File: src/rtl/ysyx_220053_mem_pkg.sv
// Shared definitions for the memory-side AXI4 master: sequencer states and
// the fixed AXI encodings it drives.
package ysyx_220053_mem_pkg;

   typedef enum logic [2:0] {
      S_IDLE,
      S_AR,
      S_R,
      S_AW,
      S_W,
      S_B,
      S_DONE
   } state_e;

   localparam logic [1:0] AXI_BURST_INCR = 2'b01;
   localparam logic [2:0] AXI_SIZE_8B    = 3'b011;
   localparam logic [1:0] AXI_RESP_OKAY  = 2'b00;
   localparam int         LINE_BEATS     = 2;

endpackage

File: src/rtl/ysyx_220053_axi_master.sv
// AXI4 master sequencer: runs one granted cache-line or device request as
// AR/R or AW/W/B bursts of 64-bit beats and returns a single completion pulse.
module ysyx_220053_axi_master
   import ysyx_220053_mem_pkg::*;
#(
   parameter int AXI_ADDR_W = 32
) (
   input  logic                  clk,
   input  logic                  rst,
   input  logic [63:0]           rw_addr_i,
   input  logic                  rw_req_i,
   input  logic                  rw_valid_i,
   input  logic [127:0]          rw_w_data_i,
   input  logic [7:0]            rw_size_i,
   input  logic                  rw_dev_i,
   output logic [127:0]          rw_data_read_o,
   output logic                  rw_ready_o,
   output logic                  rw_err_o,
   output logic                  ar_valid_o,
   output logic [AXI_ADDR_W-1:0] ar_addr_o,
   output logic [7:0]            ar_len_o,
   output logic [2:0]            ar_size_o,
   output logic [1:0]            ar_burst_o,
   input  logic                  ar_ready_i,
   input  logic                  r_valid_i,
   input  logic [63:0]           r_data_i,
   input  logic [1:0]            r_resp_i,
   input  logic                  r_last_i,
   output logic                  r_ready_o,
   output logic                  aw_valid_o,
   output logic [AXI_ADDR_W-1:0] aw_addr_o,
   output logic [7:0]            aw_len_o,
   output logic [2:0]            aw_size_o,
   output logic [1:0]            aw_burst_o,
   input  logic                  aw_ready_i,
   output logic                  w_valid_o,
   output logic [63:0]           w_data_o,
   output logic [7:0]            w_strb_o,
   output logic                  w_last_o,
   input  logic                  w_ready_i,
   input  logic                  b_valid_i,
   input  logic [1:0]            b_resp_i,
   output logic                  b_ready_o
);

   state_e                state_q, state_d;
   logic                  beat_q, beat_d;
   logic                  dev_q, dev_d;
   logic [7:0]            strb_q, strb_d;
   logic [127:0]          line_q, line_d;
   logic                  err_q, err_d;

   logic                  ar_valid_q, ar_valid_d;
   logic [AXI_ADDR_W-1:0] ar_addr_q, ar_addr_d;
   logic [7:0]            ar_len_q, ar_len_d;
   logic [2:0]            ar_size_q, ar_size_d;
   logic [1:0]            ar_burst_q, ar_burst_d;
   logic                  r_ready_q, r_ready_d;
   logic                  aw_valid_q, aw_valid_d;
   logic [AXI_ADDR_W-1:0] aw_addr_q, aw_addr_d;
   logic [7:0]            aw_len_q, aw_len_d;
   logic [2:0]            aw_size_q, aw_size_d;
   logic [1:0]            aw_burst_q, aw_burst_d;
   logic                  w_valid_q, w_valid_d;
   logic [63:0]           w_data_q, w_data_d;
   logic [7:0]            w_strb_q, w_strb_d;
   logic                  w_last_q, w_last_d;
   logic                  b_ready_q, b_ready_d;
   logic                  rw_ready_q, rw_ready_d;
   logic                  rw_err_q, rw_err_d;

   logic [AXI_ADDR_W-1:0] req_addr;
   logic [7:0]            req_len;
   logic                  final_beat;
   logic                  unused_addr;

   assign unused_addr = ^rw_addr_i;

   always_comb begin
      state_d    = state_q;
      beat_d     = beat_q;
      dev_d      = dev_q;
      strb_d     = strb_q;
      line_d     = line_q;
      err_d      = err_q;
      ar_addr_d  = ar_addr_q;
      ar_len_d   = ar_len_q;
      ar_size_d  = ar_size_q;
      ar_burst_d = ar_burst_q;
      aw_addr_d  = aw_addr_q;
      aw_len_d   = aw_len_q;
      aw_size_d  = aw_size_q;
      aw_burst_d = aw_burst_q;
      w_data_d   = w_data_q;
      w_strb_d   = w_strb_q;
      w_last_d   = w_last_q;

      // Lines are always fetched from the 16B boundary; device accesses go out as-is.
      req_addr   = rw_dev_i ? rw_addr_i[AXI_ADDR_W-1:0]
                            : {rw_addr_i[AXI_ADDR_W-1:4], 4'h0};
      req_len    = rw_dev_i ? 8'd0 : 8'(LINE_BEATS - 1);
      final_beat = dev_q | (beat_q == 1'(LINE_BEATS - 1));

      unique case (state_q)
         S_IDLE: begin
            if (rw_valid_i) begin
               dev_d  = rw_dev_i;
               strb_d = rw_size_i;
               beat_d = 1'b0;
               err_d  = 1'b0;
               if (rw_req_i) begin
                  line_d     = rw_w_data_i;
                  aw_addr_d  = req_addr;
                  aw_len_d   = req_len;
                  aw_size_d  = AXI_SIZE_8B;
                  aw_burst_d = AXI_BURST_INCR;
                  state_d    = S_AW;
               end else begin
                  // Cleared so a device read returns zeros in the upper half.
                  line_d     = '0;
                  ar_addr_d  = req_addr;
                  ar_len_d   = req_len;
                  ar_size_d  = AXI_SIZE_8B;
                  ar_burst_d = AXI_BURST_INCR;
                  state_d    = S_AR;
               end
            end
         end
         S_AR: begin
            if (ar_ready_i) state_d = S_R;
         end
         S_R: begin
            if (r_valid_i && r_ready_q) begin
               if (beat_q) line_d[127:64] = r_data_i;
               else        line_d[63:0]   = r_data_i;
               if ((r_resp_i != AXI_RESP_OKAY) || (r_last_i != final_beat)) err_d = 1'b1;
               beat_d = beat_q + 1'b1;
               if (r_last_i || final_beat) state_d = S_DONE;
            end
         end
         S_AW: begin
            if (aw_ready_i) begin
               beat_d  = 1'b0;
               state_d = S_W;
            end
         end
         S_W: begin
            if (w_ready_i) begin
               if (final_beat) state_d = S_B;
               else            beat_d  = beat_q + 1'b1;
            end
         end
         S_B: begin
            if (b_valid_i) begin
               if (b_resp_i != AXI_RESP_OKAY) err_d = 1'b1;
               state_d = S_DONE;
            end
         end
         S_DONE:  state_d = S_IDLE;
         default: state_d = S_IDLE;
      endcase

      // Every output is a flop loaded from the next state, so it lines up with the state register.
      ar_valid_d = (state_d == S_AR);
      r_ready_d  = (state_d == S_R);
      aw_valid_d = (state_d == S_AW);
      w_valid_d  = (state_d == S_W);
      b_ready_d  = (state_d == S_B);
      rw_ready_d = (state_d == S_DONE);
      rw_err_d   = (state_d == S_DONE) && err_d;
      if (state_d == S_W) begin
         w_data_d = beat_d ? line_d[127:64] : line_d[63:0];
         w_last_d = dev_d | beat_d;
         w_strb_d = dev_d ? strb_d : 8'hFF;
      end
   end

   always_ff @(posedge clk) begin
      if (rst) begin
         state_q    <= S_IDLE;
         beat_q     <= 1'b0;
         dev_q      <= 1'b0;
         strb_q     <= '0;
         line_q     <= '0;
         err_q      <= 1'b0;
         ar_valid_q <= 1'b0;
         ar_addr_q  <= '0;
         ar_len_q   <= '0;
         ar_size_q  <= '0;
         ar_burst_q <= '0;
         r_ready_q  <= 1'b0;
         aw_valid_q <= 1'b0;
         aw_addr_q  <= '0;
         aw_len_q   <= '0;
         aw_size_q  <= '0;
         aw_burst_q <= '0;
         w_valid_q  <= 1'b0;
         w_data_q   <= '0;
         w_strb_q   <= '0;
         w_last_q   <= 1'b0;
         b_ready_q  <= 1'b0;
         rw_ready_q <= 1'b0;
         rw_err_q   <= 1'b0;
      end else begin
         state_q    <= state_d;
         beat_q     <= beat_d;
         dev_q      <= dev_d;
         strb_q     <= strb_d;
         line_q     <= line_d;
         err_q      <= err_d;
         ar_valid_q <= ar_valid_d;
         ar_addr_q  <= ar_addr_d;
         ar_len_q   <= ar_len_d;
         ar_size_q  <= ar_size_d;
         ar_burst_q <= ar_burst_d;
         r_ready_q  <= r_ready_d;
         aw_valid_q <= aw_valid_d;
         aw_addr_q  <= aw_addr_d;
         aw_len_q   <= aw_len_d;
         aw_size_q  <= aw_size_d;
         aw_burst_q <= aw_burst_d;
         w_valid_q  <= w_valid_d;
         w_data_q   <= w_data_d;
         w_strb_q   <= w_strb_d;
         w_last_q   <= w_last_d;
         b_ready_q  <= b_ready_d;
         rw_ready_q <= rw_ready_d;
         rw_err_q   <= rw_err_d;
      end
   end

   assign rw_data_read_o = line_q;
   assign rw_ready_o     = rw_ready_q;
   assign rw_err_o       = rw_err_q;
   assign ar_valid_o     = ar_valid_q;
   assign ar_addr_o      = ar_addr_q;
   assign ar_len_o       = ar_len_q;
   assign ar_size_o      = ar_size_q;
   assign ar_burst_o     = ar_burst_q;
   assign r_ready_o      = r_ready_q;
   assign aw_valid_o     = aw_valid_q;
   assign aw_addr_o      = aw_addr_q;
   assign aw_len_o       = aw_len_q;
   assign aw_size_o      = aw_size_q;
   assign aw_burst_o     = aw_burst_q;
   assign w_valid_o      = w_valid_q;
   assign w_data_o       = w_data_q;
   assign w_strb_o       = w_strb_q;
   assign w_last_o       = w_last_q;
   assign b_ready_o      = b_ready_q;

endmodule

File: config.mk
export PLATFORM = sky130hd
export DESIGN_NAME = ysyx_220053_axi_master
export DESIGN_NICKNAME = d
export VERILOG_FILES = /design/src/rtl/ysyx_220053_mem_pkg.sv /design/src/rtl/ysyx_220053_axi_master.sv
export SDC_FILE = /design/constraint.sdc
export NUM_CORES = 1
export LEC_CHECK = 0
export ABC_AREA = 1
export BUFFER_PORTS_ARGS = -buffer_cell sky130_fd_sc_hd__buf_2
export CORE_AREA = 8 8 242 244
export DETAILED_ROUTE_END_ITERATION = 12
export DIE_AREA = 0 0 250 252
export GPL_ROUTABILITY_DRIVEN = 0
export PLACE_DENSITY = 0.48
export SLEW_MARGIN = 20
export SYNTH_ARGS = -nofsm -noshare
export SYNTH_HDL_FRONTEND = slang
export SYNTH_SLANG_ARGS = --single-unit
File: constraint.sdc
create_clock -name clk -period 1.9 [get_ports clk]
set_clock_uncertainty 0.1 [all_clocks]
set_input_delay 0.285 -clock clk [delete_from_list [all_inputs] [get_ports clk]]
set_output_delay 0.285 -clock clk [all_outputs]
set_load 0.03 [all_outputs]
==> summary.md, run 1 <==
| Metric | Value |
|---|---|
| Status | complete, no violations |
| Avg Inst Size Synth | 6.151 sq um |
| CTS tree | yes |
| Clock power frac | 37.1% |
| DP Wirelength | 47,830 microns |
| Area leader, netlist | dfxtp_1 |
| Worst hold path class | in2reg |
| CP endpoint kind | flip-flop |
| Grt ovf | 0 |
| Area growth, synth to finish | 51.79% |
| Initial core utilization | 27.69% |
| Clock buffer count from CTS | 38 |
| Iteration-0 DRC Markers | 1,210 |
| CP Launch Type | flip-flop |
| Dpl cells | 3,646 |
| Die width | 250 microns |
| Root buf cell | clkbuf_16 |
| Routed wire per std cell | 19.38 microns |
| Max VDD drop | 0.0006024 V |
| Pre-CTS setup slack | -0.1812 ns |
| Sequential fraction of the synthesis area | 38.35% |
| Final WL | 74,980 microns |
| Slew Limit Fails | 0 |
| Row count | 86 |
| Fill cell total of the finished layout | 5,764 |
| Slew HR | 58.01% |
| Area of the mapped netlist | 0.01514 sq mm |
| RSZ-0062 raised after global routing | true |
| Minimum clock period | 1.899 ns |
| Antenna Nets Post-Route | 0 |
| Worst EP arrival | 2.23 ns |
| Finished Layout Cells | 3,868 |
| Total of max-cap violations | 0 |
| Antenna violations before repair | 4 |
| Ratio of cells with drive above 1 in the final layout | 27.02% |
| Clock sink count | 290 |
| Power Density | 897.1 mW/mm^2 |
| Worst path required time | 2.24 ns |
| NetSw | 7099 uW |
| Clock tree buffer depth | 3 |
| Yosys warns | 0 |
| Design Power | 20,610 uW |
| Final hold viol count | 0 |
| Die height | 252 microns |
| Die area | 0.06300 sq mm |
| Nets | 3,413 |
| Vias per inst | 4.670 |
| Clk pin slew, worst setup/hold paths | 0.06 ns |
| Final setup fails | 0 |
| Switching Fraction | 34.44% |
| Maximum level of the CTS H-tree | 2 |
| Crit path kind | reg2reg |
| #FFs+latches synth | 290 |
| Largest net degree at the start of global routing | 112 |
| Worst-Margin Slew | 0.6299 ns |
| Worst skew pair latency | 0.55 ns |
| Via count | 18,065 |
| Logic pwr share | 29.9% |
| Synth top area share | 38.35% |
| Vias in the first global route | 18,105 |
| Top post-synthesis cells by area | dfxtp_1 (38%), nand2_1 (19%), nand3_1 (13%) |
| Core Footprint | 0.05466 sq mm |
| Int Power | 13,510 uW |
| LEAKAGE | 0.01240 uW |
| Period utilization | 99.96% |
| Final total negative setup slack | 0 ns |
| Worst hold slack | 0.02085 ns |
| Post-synthesis cell count | 2,461 |
| Post-route DRC | 0 |
| IO Count | 577 |
| Tot GR Track Use | 21.80% |
| Power share of the sequential group | 33.0% |
| Library cells used by synthesis | 27 |
| Max FO, Critical Path | 8 |
| Worst setup margin | 0.0008431 ns |
| Drt first pass iters | 5 |
| Highest Clock Rate | 526.5 MHz |
| I/O Buffers | 526 |
| Global-route wire length before repair | 108,200 microns |
==> cells in the final DEF, fill, tap and decap left out, types with 5 or more instances in the layout <==
cell,netlist,layout
nand3_4,0,7
nand2_1,757,725
dfxtp_1,290,284
conb_1,1,18
nor2_2,5,6
nor2_4,0,6
nand2_4,0,5
a21oi_2,0,5
clkbuf_1,82,12
nand3_1,398,361
o211ai_1,64,64
buf_2,53,525
buf_6,0,13
nand3_2,3,33
buf_4,26,88
dlygate4sd3_1,0,109
a21oi_1,101,96
inv_1,478,475
o21ai_0,38,37
clkbuf_8,0,8
clkbuf_16,0,50
buf_16,0,11
nand2_2,1,25
nor2_1,115,108
buf_12,0,36
o21a_1,9,9
==> synth_stat cells <==
cell type,count
nand2_1,757
inv_1,478
nand3_1,398
dfxtp_1,290
nor2_1,115
a21oi_1,101
clkbuf_1,82
o211ai_1,64
buf_2,53
o21ai_0,38
buf_4,26
buf_1,20
o21a_1,9
inv_2,7
nor2_2,5
nor3_1,5
nand3_2,3
a211oi_1,1
and2_1,1
clkinv_1,1
conb_1,1
ha_1,1
nand2_2,1
nand3b_1,1
nand4_1,1
o211a_1,1
o21ai_2,1
==> final timing paths <==
check                                       from                   to  slack [ns]  depth (start not counted)
worst min register to register     aw_addr_o[29]        aw_addr_o[29]        0.36                          2
worst max-delay path                  state_q[1]          w_strb_o[3]      0.0008                         12
worst max register to register        state_q[1]          w_strb_o[3]      0.0008                         12
worst min-delay path            rw_w_data_i[126]  rw_data_read_o[126]        0.02                          5
==> critical path: stages (launching register included) <==
cell and delay, ns:
dfxtp_4 0.39, buf_4 0.15, nand3_4 0.11, nand3_1 0.11, nor2_2 0.14, nand2_2 0.08
nor2_4 0.12, buf_12 0.16, buf_12 0.16, buf_12 0.13, nand2_4 0.05, nand2_4 0.06
nor2_2 0.04
==> cell type report <==
type / instances / area [sq um] / area share, %
multi-input cells: 1522 / 7229 / 31.46
repair buffers: 795 / 5852 / 25.47
flip-flops and latches: 290 / 5821 / 25.33
inverters: 486 / 1867 / 8.125
clock buffers: 61 / 1181 / 5.140
well taps: 704 / 880.8 / 3.834
clock inverters: 7 / 138.9 / 0.6044
diodes: 3 / 7.507 / 0.03267
==> state kept, by name (all words and copies together), names as in the netlist, 3 cells and up <==
signal and cells:
w_data_o 64, strb_q 8, ar_addr_o 32, aw_addr_o 32
rw_data_read_o 128, state_q 3, w_strb_o 8
==> power groups by stage <==
stage          Clock, uW  Sequential [uW]  Combinational, uW
2_1_floorplan          0             7600               2250
3_3_place_gp           0             6890               5120
3_5_place_dp           0             6900               5130
4_1_cts             7850             6780               5690
5_1_grt             8110             6830               6640
6_report            7660             6790               6170
==> kinds of logic (layout without fill, tap and decap cells) <==
group | Yosys count | count (layout) | share of synthesized area [%]
other cells | 1 | 21 | 0.02477
simple gates | 1287 | 1288 | 35.53
fa+ha+maj | 1 | 1 | 0.08265
buf+inv | 667 | 1349 | 17.62
flops | 290 | 290 | 38.35
compound gates | 215 | 215 | 8.390
==> per-stage QoR <==
| stage | utilization [%] | cell area [sq um] |
|---|---|---|
| after floorplan | - | 15200 |
| after global placement | 35.23 | 19260 |
| after detailed placement | 35.23 | 19260 |
| after CTS | 40.82 | 22320 |
| after global routing | 42.03 | 22970 |
| final | 42.03 | 22980 |
==> routing by layer <==
| metal | track usage, % | up-vias | wire [microns] |
|---|---|---|---|
| li1 | - | 8855 | - |
| met1 | 26.46 | 8356 | 30860 |
| met2 | 37.09 | 720 | 35840 |
| met3 | 5.690 | 132 | 5793 |
| met4 | 7.699 | 2 | 2472 |
| met5 | 0 | - | 12 |
==> timing repair <==
action,in CTS,in global routing
setup endpoints to repair,94,88
endpoints found under the hold margin,141,0
hold buffers,109,0
cloned,10,13
pin swaps,6,27
setup buffers,13,10
resized for setup,61,98
No activity file was read; power rests on OpenSTA's default activity.
==> run 2: changes to the inputs <==
==> constraint.sdc (replaced) <==
create_clock -name clk -period 1.9 [get_ports clk]
set_clock_uncertainty 0.1 [all_clocks]
set_input_delay 0.285 -clock clk [delete_from_list [all_inputs] [get_ports clk]]
set_output_delay 0.285 -clock clk [all_outputs]
set_load 0.1 [all_outputs]
==> run 2 against run 1 <==
The run now ends with setup timing left. Global-route usage up 0.061 points. Sequential share of layout area down 0.17 points. Cell count down 0.26%. Hold slack better by 0.0062 ns. Combinational power up 37%. Sequential power about the same. Flip-flop and latch count unchanged. Core utilization up 0.27 points. Via count up 0.27%. Register-to-register slack worse by 0.05 ns. Largest cell class unchanged. Largest power group is now combinational cells.
==> summary.md, run 2 (same netlist as run 1, synthesis figures left out) <==
| Metric | Value |
|---|---|
| Period utilization | 102.8% |
| Slew HR | 54.71% |
| Row count | 86 |
| Most Crowded Layer GR | met2 |
| Total of max-cap violations | 0 |
| Antenna Nets Post-Route | 0 |
| GR Layer Usage met1 | 25.99% |
| Max VDD drop | 0.0005878 V |
| CP endpoint kind | flip-flop |
| Largest stage delay, worst path | 0.39 ns |
| Commonest cells after routing, fill and taps aside | nand2_1 (727), buf_2 (525), inv_1 (475), nand3_1 (334), dfxtp_1 (285) |
| Worst setup path endpoint | w_data_o[33] |
| Crit path kind | reg2reg |
| Root buf cell | clkbuf_16 |
| Core Footprint | 0.05466 sq mm |
| Ratio of cells with drive above 1 in the final layout | 28.63% |
| Antenna violations before repair | 4 |
| Largest net degree at the start of global routing | 80 |
| Design Power | 22,450 uW |
| GR Util met2 | 38.36% |
| Number of flip-flops in the largest register | 128 |
| Met3 GRT Util | 5.660% |
| Clk pin slew, worst setup/hold paths | 0.06 ns |
| CTS tree | yes |
| Minimum clock period | 1.953 ns |
| Clock buffer count from CTS | 37 |
| Tot GR Track Use | 21.86% |
| FF-to-FF End | w_data_o[33] |
| Final setup fails | 58 |
| Worst EP arrival | 2.29 ns |
| IO Count | 577 |
| Critical path, cell by cell | inv_4 > buf_4 > nor2_4 > nand3b_1 > nand2_2 > buf_4 > nor2_2 > nand2_4 > buf_16 > a21oi_1 > nand2_1 > inv_1 |
| Slowest cell on crit path | dfxtp_4 |
| Clock tree buffer depth | 3 |
| Failing checks | setup timing |
| Final instance area | 0.02313 sq mm |
| Slew Limit Fails | 0 |
| Worst setup margin | -0.05348 ns |
| Max FO, Critical Path | 36 |
| Vias in the first global route | 17,898 |
| CP most frequent cell | buf_4 |
| DP Wirelength | 47,990 microns |
| Clock sink count | 290 |
| Final WL | 76,440 microns |
| Crit. Startpoint | state_q[0] |
| Via count | 18,114 |
| Routed wire per std cell | 19.81 microns |
| Area after DPL | 0.01924 sq mm |
| R2R setup slack | -0.05 ns |
| Worst path required time | 2.23 ns |
| Die area | 0.06300 sq mm |
| Worst-Margin Slew | 0.6794 ns |
| Drt first pass iters | 5 |
| Die height | 252 microns |
| Fin util | 42.31% |
| CP Launch Type | flip-flop |
| Global-route wire length before repair | 108,300 microns |
| Grt ovf | 0 |
| Initial core utilization | 27.69% |
| Most common cell after layout, fill and taps aside | nand2_1 |
| Maximum level of the CTS H-tree | 2 |
| Worst skew pair latency | 0.55 ns |
| Highest Clock Rate | 511.9 MHz |
| Post-route DRC | 0 |
| Hold Crit Depth | 5 |
| Worst reg2reg path depth | 12 |
| I/O Buffers | 526 |
| Area growth, synth to finish | 52.79% |
| Vias per inst | 4.695 |
| Nets | 3,405 |
| Iteration-0 DRC Markers | 1,045 |
| RSZ-0062 raised after global routing | true |
| Worst hold path class | in2reg |
| R2R Path Start | state_q[0] |
| LEAKAGE | 0.01241 uW |
| Status | complete, but fails checks |
| Final hold viol count | 0 |
| Die width | 250 microns |
| Power Density | 970.9 mW/mm^2 |
run 2: cell count changes in the layout (fill, tap and decap cells not counted), sizes merged:
cell         change
clkbuf           -5
bufbuf           -1
inv              +3
clkinv           +2
dlygate4sd3     -12
buf              +4
bufinv           -1
run 2: routing by layer:
metal  vias up  routed length [microns]
met2       704                    37080
li1       8823                        -
met1      8477                    31360
met5         -                       13
met4         2                     2105
met3       108                     5877
run 2: worst min-delay path by stage:
| stage | from | to |
|---|---|---|
| after floorplan | rw_addr_i[31] | ar_addr_o[31] |
| after global placement | ar_addr_o[0] | ar_addr_o[0] |
| after detailed placement | ar_addr_o[0] | ar_addr_o[0] |
| after CTS | rw_w_data_i[113] | rw_data_read_o[113] |
| after global routing | rw_w_data_i[13] | rw_data_read_o[13] |
| final | rw_w_data_i[85] | rw_data_read_o[85] |
run 2: what timing repair did:
action	CTS	global route
gates cloned	12	15
resized for setup	60	141
buffers inserted	12	12
hold endpoints to repair	130	0
endpoints found under the setup margin	88	88
pin swaps	16	21
hold buffers	97	0
run 2: metrics by stage:
stage / setup TNS (ns) / worst slack, ns / hold WS (ns) / cells
3_5_place_dp: -7.953 / -0.1596 / 0.3509 / 3642
4_1_cts: -0.9630 / -0.04914 / 0.001023 / 3828
2_1_floorplan: 0 / 0.08032 / 0.3199 / 2478
6_report: -1.240 / -0.05348 / 0.02703 / 3858
3_3_place_gp: -7.675 / -0.1456 / 0.3493 / 3642
5_1_grt: -8.875 / -0.1650 / 0.02251 / 3857
run 2: power by group:
group          internal [uW]  switching, uW  total [uW]
combinational           2270           6160        8430
sequential              6510            276        6790
clock                   4360           2880        7240
total                  13100           9320       22500
run 2: critical path, delay by kind of cell, from the launching register on:
family,cells,cell delay [ns]
AO/OA/AOI/OAI,1,0.11
buffers and inverters,5,0.53
flip-flops,1,0.39
AND/OR/NAND/NOR,6,0.61
run 2: area by class of cell:
cell class	instances	area, sq um
clock buffers	54	1082
flip-flops and latches	290	5819
well taps	704	880.8
fillers	5742	31540
inverters	486	1849
diodes	3	7.507
repair buffers	788	5909
clock inverters	11	137.6
multi-input cells	1522	7441
